### config.mk
export PLATFORM = sky130hd
export DESIGN_NAME = mc_controller_flat
export DESIGN_NICKNAME = d
export VERILOG_FILES = /design/src/rtl/mc_if.sv /design/src/rtl/mc_controller.sv /design/src/flat_wrapper.sv
export SDC_FILE = /design/constraint.sdc
export NUM_CORES = 1
export LEC_CHECK = 0
export BUFFER_PORTS_ARGS = -buffer_cell sky130_fd_sc_hd__buf_2
export CAP_MARGIN = 20
export CELL_PAD_IN_SITES_DETAIL_PLACEMENT = 0
export CELL_PAD_IN_SITES_GLOBAL_PLACEMENT = 1
export CORE_AREA = 5 5 54 51
export CTS_BUF_LIST = sky130_fd_sc_hd__clkbuf_4 sky130_fd_sc_hd__clkbuf_8
export DETAILED_ROUTE_END_ITERATION = 12
export DIE_AREA = 0 0 59 56
export MAX_ROUTING_LAYER = met4
export PLACE_DENSITY = 0.8
export REMOVE_ABC_BUFFERS = 1
export SYNTH_ARGS = -nofsm -noshare
export SYNTH_HDL_FRONTEND = slang
export SYNTH_SLANG_ARGS = --single-unit
### constraint.sdc
create_clock -name clk -period 2.41 [get_ports clk]
set_clock_uncertainty 0.1 [all_clocks]
set_input_delay 0.482 -clock clk [delete_from_list [all_inputs] [get_ports clk]]
set_output_delay 0.482 -clock clk [all_outputs]
set_load 0.02 [all_outputs]
### src/rtl/mc_if.sv
// Control bus between the multicycle MIPS controller and its datapath.
//   op, funct   : opcode and function fields from the instruction register
//   zero        : ALU zero flag
//   pcen .. alucontrol : per-cycle write enables and mux selects
//   state       : controller state, exported for debug/verification
// The master modport is the controller side; the slave modport is the datapath side.
interface mc_if;
    logic [5:0] op;
    logic [5:0] funct;
    logic       zero;
    logic       pcen;
    logic       memwrite;
    logic       irwrite;
    logic       regwrite;
    logic       iord;
    logic       regdst;
    logic       memtoreg;
    logic       alusrca;
    logic [1:0] alusrcb;
    logic [1:0] pcsrc;
    logic [2:0] alucontrol;
    logic [3:0] state;

    modport master (
        input  op, funct, zero,
        output pcen, memwrite, irwrite, regwrite, iord, regdst, memtoreg,
               alusrca, alusrcb, pcsrc, alucontrol, state
    );

    modport slave (
        output op, funct, zero,
        input  pcen, memwrite, irwrite, regwrite, iord, regdst, memtoreg,
               alusrca, alusrcb, pcsrc, alucontrol, state
    );
endinterface

### src/rtl/mc_controller.sv
// Multicycle MIPS control unit: Moore FSM plus ALU decoder.
// Supports lw, sw, R-type (add, sub, and, or, slt), beq, addi and j;
// an instruction takes 3-5 cycles, an unsupported opcode is a 2-cycle no-op.
// Ports:
//   clk   : clock, all state updates on the rising edge
//   reset : synchronous, active-high; loads FETCH and blocks all writes while high
//   bus   : mc_if.master -- op/funct/zero in, enables/selects/state out
module mc_controller (
    input  logic clk,
    input  logic reset,
    mc_if.master bus
);

    typedef enum logic [3:0] {
        FETCH    = 4'd0,
        DECODE   = 4'd1,
        MEMADR   = 4'd2,
        MEMRD    = 4'd3,
        MEMWB    = 4'd4,
        MEMWR    = 4'd5,
        EXECUTE  = 4'd6,
        ALUWB    = 4'd7,
        BRANCH   = 4'd8,
        ADDIEXEC = 4'd9,
        ADDIWB   = 4'd10,
        JUMP     = 4'd11
    } state_t;

    localparam logic [5:0] OP_LW    = 6'b100011;
    localparam logic [5:0] OP_SW    = 6'b101011;
    localparam logic [5:0] OP_RTYPE = 6'b000000;
    localparam logic [5:0] OP_BEQ   = 6'b000100;
    localparam logic [5:0] OP_ADDI  = 6'b001000;
    localparam logic [5:0] OP_J     = 6'b000010;

    // Plain vector rather than state_t so the unused codes 12-15 are representable
    // and recover through the default branch of the next-state logic.
    logic [3:0] state_r;
    state_t     next_state;

    logic [3:0] dec_state;
    logic       pcwrite;
    logic       branch;
    logic       memwrite_raw;
    logic       irwrite_raw;
    logic       regwrite_raw;
    logic       iord;
    logic       regdst;
    logic       memtoreg;
    logic       alusrca;
    logic [1:0] alusrcb;
    logic [1:0] pcsrc;
    logic [1:0] aluop;
    logic [2:0] alucontrol;

    // ------------------------------------------------------------------
    // State register
    // ------------------------------------------------------------------
    always_ff @(posedge clk) begin
        // NOTE: non-blocking assignment so every flop samples pre-edge values.
        if (reset)
            state_r <= FETCH;
        else
            state_r <= next_state;
    end

    // ------------------------------------------------------------------
    // Next-state logic
    // ------------------------------------------------------------------
    always_comb begin
        next_state = FETCH;
        case (state_r)
            FETCH:  next_state = DECODE;
            DECODE: begin
                case (bus.op)
                    OP_LW, OP_SW: next_state = MEMADR;
                    OP_RTYPE:     next_state = EXECUTE;
                    OP_BEQ:       next_state = BRANCH;
                    OP_ADDI:      next_state = ADDIEXEC;
                    OP_J:         next_state = JUMP;
                    default:      next_state = FETCH;
                endcase
            end
            MEMADR:   next_state = (bus.op == OP_SW) ? MEMWR : MEMRD;
            MEMRD:    next_state = MEMWB;
            EXECUTE:  next_state = ALUWB;
            ADDIEXEC: next_state = ADDIWB;
            default:  next_state = FETCH;
        endcase
    end

    // ------------------------------------------------------------------
    // Moore outputs. During reset the selects show FETCH values and the
    // write enables are masked below, so an aborted instruction writes nothing.
    // ------------------------------------------------------------------
    always_comb begin
        // NOTE: defaults first so every path assigns every signal and no latch is inferred.
        pcwrite      = 1'b0;
        branch       = 1'b0;
        memwrite_raw = 1'b0;
        irwrite_raw  = 1'b0;
        regwrite_raw = 1'b0;
        iord         = 1'b0;
        regdst       = 1'b0;
        memtoreg     = 1'b0;
        alusrca      = 1'b0;
        alusrcb      = 2'b00;
        pcsrc        = 2'b00;
        aluop        = 2'b00;

        dec_state = reset ? FETCH : state_r;
        case (dec_state)
            FETCH: begin
                irwrite_raw = 1'b1;
                pcwrite     = 1'b1;
                alusrcb     = 2'b01;
            end
            DECODE:   alusrcb = 2'b11;          // branch target precompute
            MEMADR: begin
                alusrca = 1'b1;
                alusrcb = 2'b10;
            end
            MEMRD:    iord = 1'b1;
            MEMWB: begin
                regwrite_raw = 1'b1;
                memtoreg     = 1'b1;
            end
            MEMWR: begin
                iord         = 1'b1;
                memwrite_raw = 1'b1;
            end
            EXECUTE: begin
                alusrca = 1'b1;
                aluop   = 2'b10;
            end
            ALUWB: begin
                regwrite_raw = 1'b1;
                regdst       = 1'b1;
            end
            BRANCH: begin
                alusrca = 1'b1;
                aluop   = 2'b01;
                pcsrc   = 2'b01;
                branch  = 1'b1;
            end
            ADDIEXEC: begin
                alusrca = 1'b1;
                alusrcb = 2'b10;
            end
            ADDIWB:   regwrite_raw = 1'b1;
            JUMP: begin
                pcsrc   = 2'b10;
                pcwrite = 1'b1;
            end
            default: ;
        endcase
    end

    // ------------------------------------------------------------------
    // ALU decoder
    // ------------------------------------------------------------------
    always_comb begin
        alucontrol = 3'b010;
        case (aluop)
            2'b01: alucontrol = 3'b110;
            2'b10: begin
                case (bus.funct)
                    6'b100010: alucontrol = 3'b110;
                    6'b100100: alucontrol = 3'b000;
                    6'b100101: alucontrol = 3'b001;
                    6'b101010: alucontrol = 3'b111;
                    default:   alucontrol = 3'b010;
                endcase
            end
            default: alucontrol = 3'b010;
        endcase
    end

    // ------------------------------------------------------------------
    // Output drive
    // ------------------------------------------------------------------
    assign bus.pcen       = ~reset & (pcwrite | (branch & bus.zero));
    assign bus.memwrite   = ~reset & memwrite_raw;
    assign bus.irwrite    = ~reset & irwrite_raw;
    assign bus.regwrite   = ~reset & regwrite_raw;
    assign bus.iord       = iord;
    assign bus.regdst     = regdst;
    assign bus.memtoreg   = memtoreg;
    assign bus.alusrca    = alusrca;
    assign bus.alusrcb    = alusrcb;
    assign bus.pcsrc      = pcsrc;
    assign bus.alucontrol = alucontrol;
    assign bus.state      = state_r;

endmodule

### src/flat_wrapper.sv
// flat-port wrapper written by rule: the top's interface ports become plain ports
module mc_controller_flat 
  (clk, reset, bus_op, bus_funct, bus_zero, bus_pcen, bus_memwrite, bus_irwrite, bus_regwrite, bus_iord, bus_regdst, bus_memtoreg, bus_alusrca, bus_alusrcb, bus_pcsrc, bus_alucontrol, bus_state);
  mc_if bus_i ();
  input  logic clk;
  input  logic reset;
  input wire logic [$bits(bus_i.op)-1:0] bus_op;
  input wire logic [$bits(bus_i.funct)-1:0] bus_funct;
  input wire logic [$bits(bus_i.zero)-1:0] bus_zero;
  output wire logic [$bits(bus_i.pcen)-1:0] bus_pcen;
  output wire logic [$bits(bus_i.memwrite)-1:0] bus_memwrite;
  output wire logic [$bits(bus_i.irwrite)-1:0] bus_irwrite;
  output wire logic [$bits(bus_i.regwrite)-1:0] bus_regwrite;
  output wire logic [$bits(bus_i.iord)-1:0] bus_iord;
  output wire logic [$bits(bus_i.regdst)-1:0] bus_regdst;
  output wire logic [$bits(bus_i.memtoreg)-1:0] bus_memtoreg;
  output wire logic [$bits(bus_i.alusrca)-1:0] bus_alusrca;
  output wire logic [$bits(bus_i.alusrcb)-1:0] bus_alusrcb;
  output wire logic [$bits(bus_i.pcsrc)-1:0] bus_pcsrc;
  output wire logic [$bits(bus_i.alucontrol)-1:0] bus_alucontrol;
  output wire logic [$bits(bus_i.state)-1:0] bus_state;
  assign bus_i.op = bus_op;
  assign bus_i.funct = bus_funct;
  assign bus_i.zero = bus_zero;
  assign bus_pcen = bus_i.pcen;
  assign bus_memwrite = bus_i.memwrite;
  assign bus_irwrite = bus_i.irwrite;
  assign bus_regwrite = bus_i.regwrite;
  assign bus_iord = bus_i.iord;
  assign bus_regdst = bus_i.regdst;
  assign bus_memtoreg = bus_i.memtoreg;
  assign bus_alusrca = bus_i.alusrca;
  assign bus_alusrcb = bus_i.alusrcb;
  assign bus_pcsrc = bus_i.pcsrc;
  assign bus_alucontrol = bus_i.alucontrol;
  assign bus_state = bus_i.state;
  mc_controller u_core (.clk(clk), .reset(reset), .bus(bus_i));
endmodule
# Yosys cells after proc, flatten, opt, wreduce, memory -nomap -nowiden
# Cells that the tools add are included.
[op_classes]
n_eq_ne = 27
mux = 18
n_bitwise = 7
n_reduce_logical = 9
[ops]
columns = ["cell", "count"]
rows = [
  ["equality test 6 bit (second input constant)", 6],
  ["case mux 4 bit (6 select lines)", 1],
  ["equality test 4 x 3 -> 1 bit (second input constant)", 5],
  ["equality test 4 bit (second input constant)", 5],
  ["case mux 4 bit (5 select lines)", 1],
  ["equality test 4 x 2 -> 1 bit (second input constant)", 4],
  ["case mux 3 bit (4 select lines)", 1],
  ["2-to-1 mux 1 bit", 9],
  ["equality test 4 x 1 -> 1 bit (second input constant)", 2],
  ["zero test 4 bit", 2],
  ["case mux 2 bit (2 select lines)", 2],
  ["OR reduction 2 bit", 4],
  ["equality test 6 x 2 -> 1 bit (second input constant)", 1],
  ["equality test 6 x 3 -> 1 bit (second input constant)", 1],
  ["equality test 6 x 4 -> 1 bit (second input constant)", 1],
  ["zero test 6 bit", 1],
  ["case mux 2 bit (3 select lines)", 1],
  ["case mux 3 bit (2 select lines)", 1],
  ["bitwise AND 1 bit", 5],
  ["2-to-1 mux 4 bit", 1],
  ["OR reduction 4 bit", 1],
  ["2-to-1 mux 3 bit", 1],
  ["OR reduction 3 bit", 1],
  ["equality test 2 x 1 -> 1 bit (second input constant)", 1],
  ["3 further kinds", 3],
]
[word_totals]
register_bits = 4
in_bits = 15

# Depth between registers and ports, before layout
# Gate-level depths: netlist of the first run.
[logic_depth]
ltp_word = 6
ltp_mapped = 8

# Worst setup path after synthesis of the first run
# OpenSTA, ideal clock, no wires.
[synth_path]
kind = "register to output"
from = "reg u_core.state_r[2] (netlist: u_core.bus.state[2])"
to = "out bus_alucontrol[0]"
arrival_time_ps = 1907
required_ps = 1828
slack_ps = -79
path_stages_with_launch = 7
path_buffers = 2
cell_sequence = "dfxtp_1 > buf_6 > or2_2 > buf_2 > nor3_4 > ha_1 > nor3_1"
[synth_via]
elab_chain_cells = 5
[synth_lines]
columns = ["item", "line_no", "source"]
rows = [
  ["start, declared", "mc_controller.sv:38", "logic [3:0] state_r;"],
  ["start signal, assigned", "mc_controller.sv:64", "state_r <= next_state;"],
  ["2-to-1 mux 4 bit *", "mc_controller.sv:111", "dec_state = reset ? FETCH : state_r;"],
  ["equality test 4 bit / equality test 4 x 3 -> 1 bit (equally long branches)", "mc_controller.sv:112", "case (dec_state)"],
  ["case mux 2 bit (2 select lines) *", "mc_controller.sv:112", ""],
  ["equality test 2 bit / equality test 2 x 1 -> 1 bit (equally long branches)", "mc_controller.sv:164", "case (aluop)"],
  ["case mux 3 bit (2 select lines) *", "mc_controller.sv:164", ""],
  ["end, declared", "flat_wrapper.sv:20", "output wire logic [$bits(bus_i.alucontrol)-1:0] bus_alucontrol;"],
]
# Every way passes the cells marked *; elsewhere a longest branch is shown, timed or not.

# Final worst setup path of the first run
[layout_path]
from = "in reset"
to = "out bus_alucontrol[1]"
[layout_via]
elab_chain_cells = 5
[layout_lines]
columns = ["item", "line_no", "source"]
rows = [
  ["start, declared", "flat_wrapper.sv:6", "input logic reset;"],
  ["2-to-1 mux 4 bit *", "mc_controller.sv:111", ""],
  ["equality test 4 bit / equality test 4 x 3 -> 1 bit (equally long branches)", "mc_controller.sv:112", ""],
  ["case mux 2 bit (2 select lines) *", "mc_controller.sv:112", ""],
  ["equality test 2 bit / equality test 2 x 1 -> 1 bit (equally long branches)", "mc_controller.sv:164", ""],
  ["case mux 3 bit (2 select lines) *", "mc_controller.sv:164", ""],
]
# Marks and branches as above.

==> reports/metrics.csv, run 1 <==
stage,metric,value,unit
run_status,status,completed,
synthesis,ys.flop_type,dfxtp_1,
synthesis,synth_most_common_cell,nor2_1,
cts,htree_levels,1,
floorplan,initial_utilization,0.2742,
detailed_routing,drc,0,
timing,fmax,0.4271,GHz
detailed_routing,avgViaCountPerCell,4.987,
timing,drv_slew,0,
timing,fin_crit_sh,0.9715,
critical_path,cp-start-kind,input port,
global_route,grt_pass1_vias,712,
place,place_hpwl,1.508,mm
critical_path,crit_type,in2out,
worst_hold_path,hold_path.class,in2reg,
place,port_buffers,33,
floorplan,core_area,2122,sq um
timing,rsz0062_at_grt,no,
detailed_routing,wl_met2,931,um
synthesis,synth_top_cells_by_count,"11 x nor2_1, 9 x nor3_1, 7 x nand2_1, 6 x a21oi_1, 5 x o21ai_0",
power,irDropWorstVdd,0.1279,mV
synthesis,synth-seq-area-share,0.1376,
place,dp_slack,21.48,ps
global_route,grt.overflow.total,0,
power,cellPowerDensity,268.7,nW/um^2
synthesis,synth_cells,86,
critical_path,cp_max_fo,5,
cts,clk_latency,230,ps
global_route,antenna_found_initial,0,
timing,hold_violations,0,
synthesis,yosys.area.top_type_share,0.1376,
detailed_routing,first_iter_violations,11,
timing,finalSetupViolCount,0,
floorplan,rows,16,
synthesis,synth_area_leader_cell,dfxtp_1,
timing,fin_crit,2341,ps
final_layout,largest_reg_flops,4,
synthesis,ys_types,30,
power,p_leak,0.0003891,uW
synthesis,synth_edf_count,0,
cts,tritoncts,done,
cts,ctsHoldBuffers,0,
timing,worst_pin_slew,273.4,ps
cts,numCtsBuffers,3,
cts,cts.sinks,4,
global_route,grt_max_degree,12,
timing,slew_headroom,0.8171,
cts,clk_pin_slew_worst_paths,40,ps
flow_run,maxCapViolCount,0,
detailed_routing,wirelength,1.861,mm
global_route,grt_usage,0.1211,
synthesis,syn-cell-area,581.8,sq um
detailed_routing,topRoutingLayerUsed,met4,
floorplan,die_h,56,um
detailed_routing,wl_per_cell,12.32,um
critical_path,critPathRequiredTime,1830,ps
cts,cts_buffer_depth,2,
place,gp_congestion,0.8738,
detailed_routing,ant_nets,0,
critical_path,critPathArrivalTime,1760,ps
final_layout,nets,144,
final_layout,layout-drive-gt1-share,0.4839,
detailed_routing,dr.pass1.iters,4,
floorplan,die_area,3304,sq um
place,dp.cells,148,
synthesis,yosys-top-cells-area,"dfxtp_1 14%, nor3_1 7.7%, nor2_1 7.1%, ha_1 6.5%, a21oi_1 5.2%",
final_layout,instances_no_fill,151,
final_layout,syn_to_final_growth,48.17,%
timing,timing.hold.ws,496.9,ps
global_route,grt_pass1_wl,3.105,mm
detailed_routing,wl_met1,808,um
synthesis,ys_warn_count,0,
detailed_routing,via_count,753,
synthesis,avgSynthCellArea,6.765,sq um
detailed_routing,wl_met3,112,um
floorplan,die_w,59,um
final_layout,antenna_cells,0,
synthesis,ys_seq_elements,4,
timing,fin_ws,68.57,ps
floorplan,ioPinCount,34,
final_layout,post-route-util,0.4063,
critical_path,end_kind,output port,
synthesis,synthArstFlopShare,0,
cts,cts-root-buf,clkbuf_4,
## kinds of logic after synthesis
| family | share of synthesized area |
|---|---|
| simple gates | 0.4602 |
| buf+inv | 0.07312 |
| fa+ha+maj | 0.06452 |
| mux | 0.01720 |
| compound gates | 0.2022 |
| xor+xnor | 0.04517 |
| flops | 0.1376 |
## worst max-delay path, stage by stage
cell	delay [ps]
buf_2	130
or2_2	310
nor3_4	190
inv_2	60
ha_2	200
a211o_1	240
buf_2	150
## cell type report
cell class | count | area (sq um)
Clock buffer | 3 | 22.52
Tap cell | 27 | 33.78
Fill cell | 245 | 1260
Inverter | 3 | 11.26
Multi-Input combinational cell | 74 | 490.5
Sequential cell | 4 | 83.83
Timing Repair Buffer | 40 | 220.2
## report_power, final
part	switching (uW)	internal, uW	total (uW)
clock	26.1	55.6	81.7
sequential	1.99	68.6	70.6
combinational	46.1	33.2	79.3
## repair_timing
item / CTS / global route
endpoints found under the setup margin: 2 / 3
pin swaps: 0 / 3
resized for setup: 3 / 11
setup buffers: 0 / 0
## layer usage
metal | global-route usage | vias up
li1 | - | 386
met1 | 0.1491 | 346
met2 | 0.1861 | 19
met3 | 0.04872 | 2
met4 | 0.02265 | 0
met5 | - | -
## metrics by stage
| step | TNS (ps) | power [uW] | cell area [sq um] |
|---|---|---|---|
| 4_1_cts | 0 | 234.9 | 829.5 |
| 2_1_floorplan | -63.33 | 112.2 | 550.5 |
| 3_5_place_dp | 0 | 148.6 | 802.0 |
| 6_report | 0 | 231.6 | 862.1 |
| 5_1_grt | 0 | 247.7 | 862.1 |
| 3_3_place_gp | 0 | 147.8 | 802.0 |
## final timing paths
path | startpoint | end | slack (ps) | cells past startpoint
worst min-delay path | reset | u_core.bus.state[3] | 500 | 4
worst max-delay path | reset | bus_alucontrol[1] | 70 | 7
worst max register to register | u_core.bus.state[3] | u_core.bus.state[2] | 1200 | 4
worst min register to register | u_core.bus.state[3] | u_core.bus.state[3] | 520 | 2
## cell usage in the layout (no fill, tap or decap), types with 3 or more instances in the layout
| cell | netlist | routed |
|---|---|---|
| a21oi_1 | 6 | 6 |
| and3_1 | 3 | 3 |
| buf_2 | 4 | 32 |
| buf_4 | 0 | 8 |
| clkbuf_4 | 0 | 3 |
| dfxtp_2 | 0 | 3 |
| inv_2 | 0 | 3 |
| nand2_1 | 7 | 7 |
| nand3_1 | 4 | 4 |
| nor2_1 | 11 | 10 |
| nor3_1 | 9 | 8 |
| o21ai_0 | 5 | 5 |
| xor2_1 | 3 | 3 |
No activity file was read; power rests on OpenSTA's default activity.
==> run 2: changes to the inputs <==
--- a/config.mk
+++ b/config.mk
@@ -6,14 +6,15 @@
 export NUM_CORES = 1
 export LEC_CHECK = 0
+export ABC_AREA = 1
 export BUFFER_PORTS_ARGS = -buffer_cell sky130_fd_sc_hd__buf_2
 export CAP_MARGIN = 20
 export CELL_PAD_IN_SITES_DETAIL_PLACEMENT = 0
 export CELL_PAD_IN_SITES_GLOBAL_PLACEMENT = 1
-export CORE_AREA = 5 5 54 51
+export CORE_AREA = 5 5 55 52
 export CTS_BUF_LIST = sky130_fd_sc_hd__clkbuf_4 sky130_fd_sc_hd__clkbuf_8
 export DETAILED_ROUTE_END_ITERATION = 12
-export DIE_AREA = 0 0 59 56
+export DIE_AREA = 0 0 60 57
 export MAX_ROUTING_LAYER = met4
-export PLACE_DENSITY = 0.8
+export PLACE_DENSITY = 0.83
 export REMOVE_ABC_BUFFERS = 1
 export SYNTH_ARGS = -nofsm -noshare
==> constraint.sdc (replaced) <==
create_clock -name clk -period 2.41 [get_ports clk]
set_clock_uncertainty 0.1 [all_clocks]
set_input_delay 0.241 -clock clk [delete_from_list [all_inputs] [get_ports clk]]
set_output_delay 0.241 -clock clk [all_outputs]
set_load 0.02 [all_outputs]
==> reports/metrics.csv, run 2 <==
stage,metric,value,unit
run_status,status,completed,
floorplan,die_w,60,um
detailed_routing,ant_nets,0,
cts,clk_latency,230,ps
critical_path,cp_top_family,buffers and inverters,
worst_hold_path,hold_path.class,in2reg,
floorplan,die_area,3420,sq um
floorplan,die_h,57,um
final_layout,nets,171,
critical_path,path_cells,nand2_1 -> nor2_1 -> inv_1 -> nor2_1 -> inv_1 -> ha_1 -> inv_1 -> nand2_1 -> a21oi_1 -> buf_2,
global_route,antenna_found_initial,0,
synthesis,syn-cell-area,580.6,sq um
critical_path,end_kind,output port,
cts,post_cts_buffers,0,
worst_hold_path,hold_path_startpoint,reset,
critical_path,crit_buf_inv,4,
final_layout,layout-drive-gt1-share,0.2649,
synthesis,yosys.area.top_type_share,0.1940,
timing,finalSetupViolCount,0,
cts,post_cts_resized,0,
cts,numCtsBuffers,3,
worst_hold_path,min_path_cells,2,
power,irDropWorstVdd,0.1983,mV
synthesis,ys_types,18,
critical_path,cp-start-kind,flip-flop,
synthesis,ys.flop_type,dfxtp_1,
synthesis,synth_edf_count,0,
cts,cts-root-buf,clkbuf_4,
synthesis,avgSynthCellArea,5.005,sq um
floorplan,initial_utilization,0.2527,
timing,hold_violations,0,
cts,cts_buffer_depth,2,
global_route,grt_pass1_wl,2.801,mm
cts,htree_levels,1,
detailed_routing,wirelength,1.752,mm
synthesis,ys_seq_elements,4,
power,design_power_total,226.6,uW
synthesis,synth_area_leader_cell,nor2_1,
cts,cts.sinks,4,
detailed_routing,drc,0,
timing,fmax,0.4673,GHz
critical_path,critPathRequiredTime,2070,ps
floorplan,core_area,2297,sq um
timing,fin_tns_setup,0,ps
final_layout,final_common_cell,buf_2,
critical_path,crit_top_cell,inv_1,
synthesis,synth_cells,116,
critical_path,regToRegStartpoint,u_core.bus.state[0],
power,cellPowerDensity,283.8,nW/um^2
timing,worst_pin_slew,301.3,ps
final_layout,fillCellCount,282,
synthesis,synth_top_cells_by_count,"30 x nor2_1, 25 x inv_1, 21 x nand2_1, 13 x nand3_1, 6 x a21oi_1",
global_route,grt_max_degree,9,
timing,drv_slew,0,
global_route,grt.overflow.total,0,
place,place_hpwl,1.513,mm
detailed_routing,avgViaCountPerCell,4.447,
critical_path,cp_max_fo,4,
global_route,grt_usage,0.1058,
timing,rsz0062_at_grt,no,
final_layout,final_cell_mix,"33 x buf_2, 30 x nor2_1, 25 x inv_1",
synthesis,synth-seq-area-share,0.1379,
power,p_leak,0.0004660,uW
final_layout,area.sequential,80.08,sq um
synthesis,yosys-top-cells-area,"nor2_1 19%, inv_1 16%, dfxtp_1 14%, nand2_1 14%, nand3_1 11%",
place,port_buffers,33,
detailed_routing,dr.pass1.iters,4,
flow_run,maxCapViolCount,0,
critical_path,critPathArrivalTime,1800,ps
floorplan,rows,17,
critical_path,r2r.worst_path.cells,7,
floorplan,ioPinCount,34,
final_layout,syn_to_final_growth,37.50,%
timing,slew_headroom,0.7989,
final_layout,antenna_cells,0,
detailed_routing,wl_per_cell,9.788,um
critical_path,reg2reg_to,u_core.bus.state[1],
synthesis,synthArstFlopShare,0,
synthesis,synth_most_common_cell,nor2_1,
cts,ctsHoldBuffers,0,
critical_path,crit_type,reg2out,
detailed_routing,via_count,796,
cts,tritoncts,done,
worst_hold_path,hold_end,u_core.bus.state[1],
final_layout,multi_input_area,397.9,sq um
cts,clk_pin_slew_worst_paths,30,ps
detailed_routing,first_iter_violations,32,
final_layout,largest_reg_flops,4,
place,gp_congestion,0.7656,
critical_path,critical-path-slowest-cell,dfxtp_1,
critical_path,r2r_slack,1120,ps
synthesis,ys_warn_count,0,
timing,fin_crit,2140,ps
global_route,grt_pass1_vias,717,
critical_path,max_stage_delay,370,ps
timing,fin_crit_sh,0.8880,
run 2: cell types whose count changed after synthesis, moves of 9 or more:
cell,delta
nand2_1,+14
inv_1,+22
nor2_1,+19
nor3_1,-9
nand3_1,+9
run 2: worst max path at each step:
stage,startpoint,end,slack [ps],cells past startpoint
final,u_core.bus.state[2],bus_alucontrol[0],270,10
after global routing,u_core.bus.state[2],bus_alucontrol[0],80,10
after CTS,u_core.bus.state[2],bus_alucontrol[0],250,10
after detailed placement,u_core.bus.state[2],bus_alucontrol[0],510,10
after global placement,u_core.bus.state[2],bus_alucontrol[0],550,10
after floorplan,u_core.bus.state[2],bus_alucontrol[0],410,9
run 2: cell families after synthesis:
family,count (synthesis),share of synthesized area
compound gates,12,0.1121
fa+ha+maj,3,0.06466
buf+inv,27,0.1767
flops,4,0.1379
simple gates,70,0.5086
run 2: routing by layer:
| metal | global-route usage | share of wire | up-vias |
|---|---|---|---|
| li1 | - | - | 428 |
| met1 | 0.1367 | 0.49 | 339 |
| met2 | 0.1590 | 0.42 | 29 |
| met3 | 0.01810 | 0.082 | 0 |
| met4 | 0.04747 | 0 | 0 |
| met5 | - | 0 | - |
run 2: per-stage QoR:
step	instances	util	hold WS [ps]	setup WS, ps	instance area, sq um
final	179	0.3475	194.9	270.0	798.3
after global routing	179	0.3475	208.7	81.34	798.3
after CTS	179	0.3475	183.0	253.5	798.3
after detailed placement	176	0.3377	430.7	514.2	775.7
after global placement	176	0.3377	427.4	545.3	775.7
after floorplan	115	-	210.1	413.0	575.6
run 2: final cells by class:
class                   count  area share
repair buffers             33      0.2069
clock buffers               3     0.02821
flip-flops and latches      4      0.1003
inverters                  26      0.1223
multi-input cells          85      0.4984
well taps                  28     0.04389
run 2: where the power goes:
group / internal [uW] / leakage [uW] / switching, uW
registers: 69.0 / 0.0000326 / 5.12
clock network: 55.6 / 0.0000138 / 25.9
logic: 26.0 / 0.000420 / 45.1
==> run 3: changes to the inputs <==
Settings changed: ABC_AREA 1 to unset, CORE_AREA 5 5 55 52 to 5 5 54 51, DIE_AREA 0 0 60 57 to 0 0 59 56, PLACE_DENSITY 0.83 to 0.8.
==> reports/metrics.csv, run 3 (same netlist as run 1, synthesis figures left out) <==
stage,metric,value,unit
timing,finalSetupViolCount,0,
detailed_routing,wl_per_cell,11.61,um
final_layout,final_common_cell,buf_2,
final_layout,antenna_cells,0,
critical_path,critPathArrivalTime,1930,ps
final_layout,largest_reg_flops,4,
final_layout,instances_no_fill,147,
critical_path,cp-start-kind,flip-flop,
global_route,grt_pass1_vias,645,
final_layout,syn_to_final_growth,36.77,%
critical_path,startpoint,u_core.bus.state[2],
critical_path,end_kind,output port,
cts,numCtsBuffers,3,
cts,post_cts_buffers,0,
critical_path,path_cells,or2_2 -> nor3_4 -> inv_1 -> ha_1 -> a211o_1 -> buf_2,
detailed_routing,via_count,722,
worst_hold_path,hold_path_startpoint,bus_op[5],
critical_path,critical-path-slowest-cell,or2_2,
critical_path,crit_buf_inv,2,
final_layout,multi_input_area,459.2,sq um
place,gp_congestion,0.9088,
detailed_routing,dr.pass1.iters,4,
timing,fin_crit_sh,0.9415,
critical_path,critPathRequiredTime,2070,ps
place,place_hpwl,1.371,mm
timing,worst_pin_slew,277.5,ps
final_layout,layout-drive-gt1-share,0.3750,
floorplan,initial_utilization,0.2742,
place,port_buffers,33,
cts,cts_buffer_depth,2,
worst_hold_path,hold_path.class,in2reg,
critical_path,cp_max_fo,10,
cts,cts.sinks,4,
detailed_routing,wirelength,1.706,mm
timing,rsz0062_at_grt,no,
cts,clk_pin_slew_worst_paths,40,ps
floorplan,core_area,2122,sq um
detailed_routing,drc,0,
run_status,status,completed,
flow_run,maxCapViolCount,0,
global_route,grt_usage,0.1126,
detailed_routing,first_iter_violations,18,
cts,post_cts_resized,0,
critical_path,regToRegStartpoint,u_core.bus.state[0],
critical_path,cp_top_family,simple AND/OR/NAND/NOR gates,
power,irDropWorstVdd,0.1042,mV
cts,tritoncts,done,
global_route,grt_max_degree,12,
floorplan,ioPinCount,34,
detailed_routing,ant_nets,0,
place,dp_slack,303.0,ps
final_layout,nets,140,
timing,timing.hold.ws,273.3,ps
timing,fmax,0.4407,GHz
final_layout,final_cell_mix,"33 x buf_2, 11 x nor2_1, 9 x nor3_1",
global_route,grt.overflow.total,0,
critical_path,max_stage_delay,390,ps
global_route,grt_pass1_wl,2.891,mm
power,p_leak,0.0003678,uW
timing,fin_tns_setup,0,ps
timing,fin_ws,141.0,ps
floorplan,die_h,56,um
timing,fin_crit,2269,ps
cts,ctsHoldBuffers,0,
timing,drv_slew,0,
cts,clk_latency,230,ps
cts,cts-root-buf,clkbuf_4,
place,dp.cells,144,
global_route,antenna_found_initial,0,
detailed_routing,avgViaCountPerCell,4.912,
floorplan,die_area,3304,sq um
timing,slew_headroom,0.8143,
final_layout,area.sequential,81.33,sq um
power,cellPowerDensity,285.8,nW/um^2
final_layout,fillCellCount,252,
floorplan,die_w,59,um
final_layout,post-route-util,0.3750,
critical_path,crit_type,reg2out,
cts,htree_levels,1,
floorplan,rows,16,
timing,hold_violations,0,
-- run 3: per-stage QoR --
step	instance area (sq um)	power (uW)
after floorplan	550.5	112.2
after global placement	772.0	145.7
after detailed placement	772.0	145.5
after CTS	794.5	230.3
after global routing	795.8	249.5
final	795.8	227.4
-- run 3: routing by layer --
metal  global-route usage  part of all wire
met5                    -                 0
met4              0.03883            0.0082
met3              0.02320             0.069
met2               0.1609              0.46
met1               0.1548              0.47
-- run 3: path summary, 6_finish.rpt --
path | slack (ps) | cells after the start | endpoint
worst min register to register | 550 | 2 | u_core.bus.state[3]
worst max-delay path | 140 | 6 | bus_alucontrol[1]
worst min-delay path | 270 | 4 | u_core.bus.state[0]
worst max register to register | 1160 | 4 | u_core.bus.state[1]
-- run 3: worst register-to-register path, delay by kind of cell (launching register included) --
family,cells,cell delay (ps)
DFF,1,420
AOI/OAI and AO/OA,2,250
and+or+nand+nor,1,220
buffers and inverters,1,190
-- run 3: layout make-up --
type / instances / area share
Clock buffer: 3 / 0.02830
Multi-Input combinational cell: 74 / 0.5770
Sequential cell: 4 / 0.1022
Inverter: 3 / 0.01415
Timing Repair Buffer: 36 / 0.2358
Tap cell: 27 / 0.04245
-- run 3: power breakdown --
part | switching (uW) | total, uW | internal (uW) | leakage (uW)
registers | 2.77 | 71.3 | 68.5 | 0.0000331
clock network | 26.5 | 82.1 | 55.6 | 0.0000138
logic | 44.2 | 74.0 | 29.8 | 0.000321
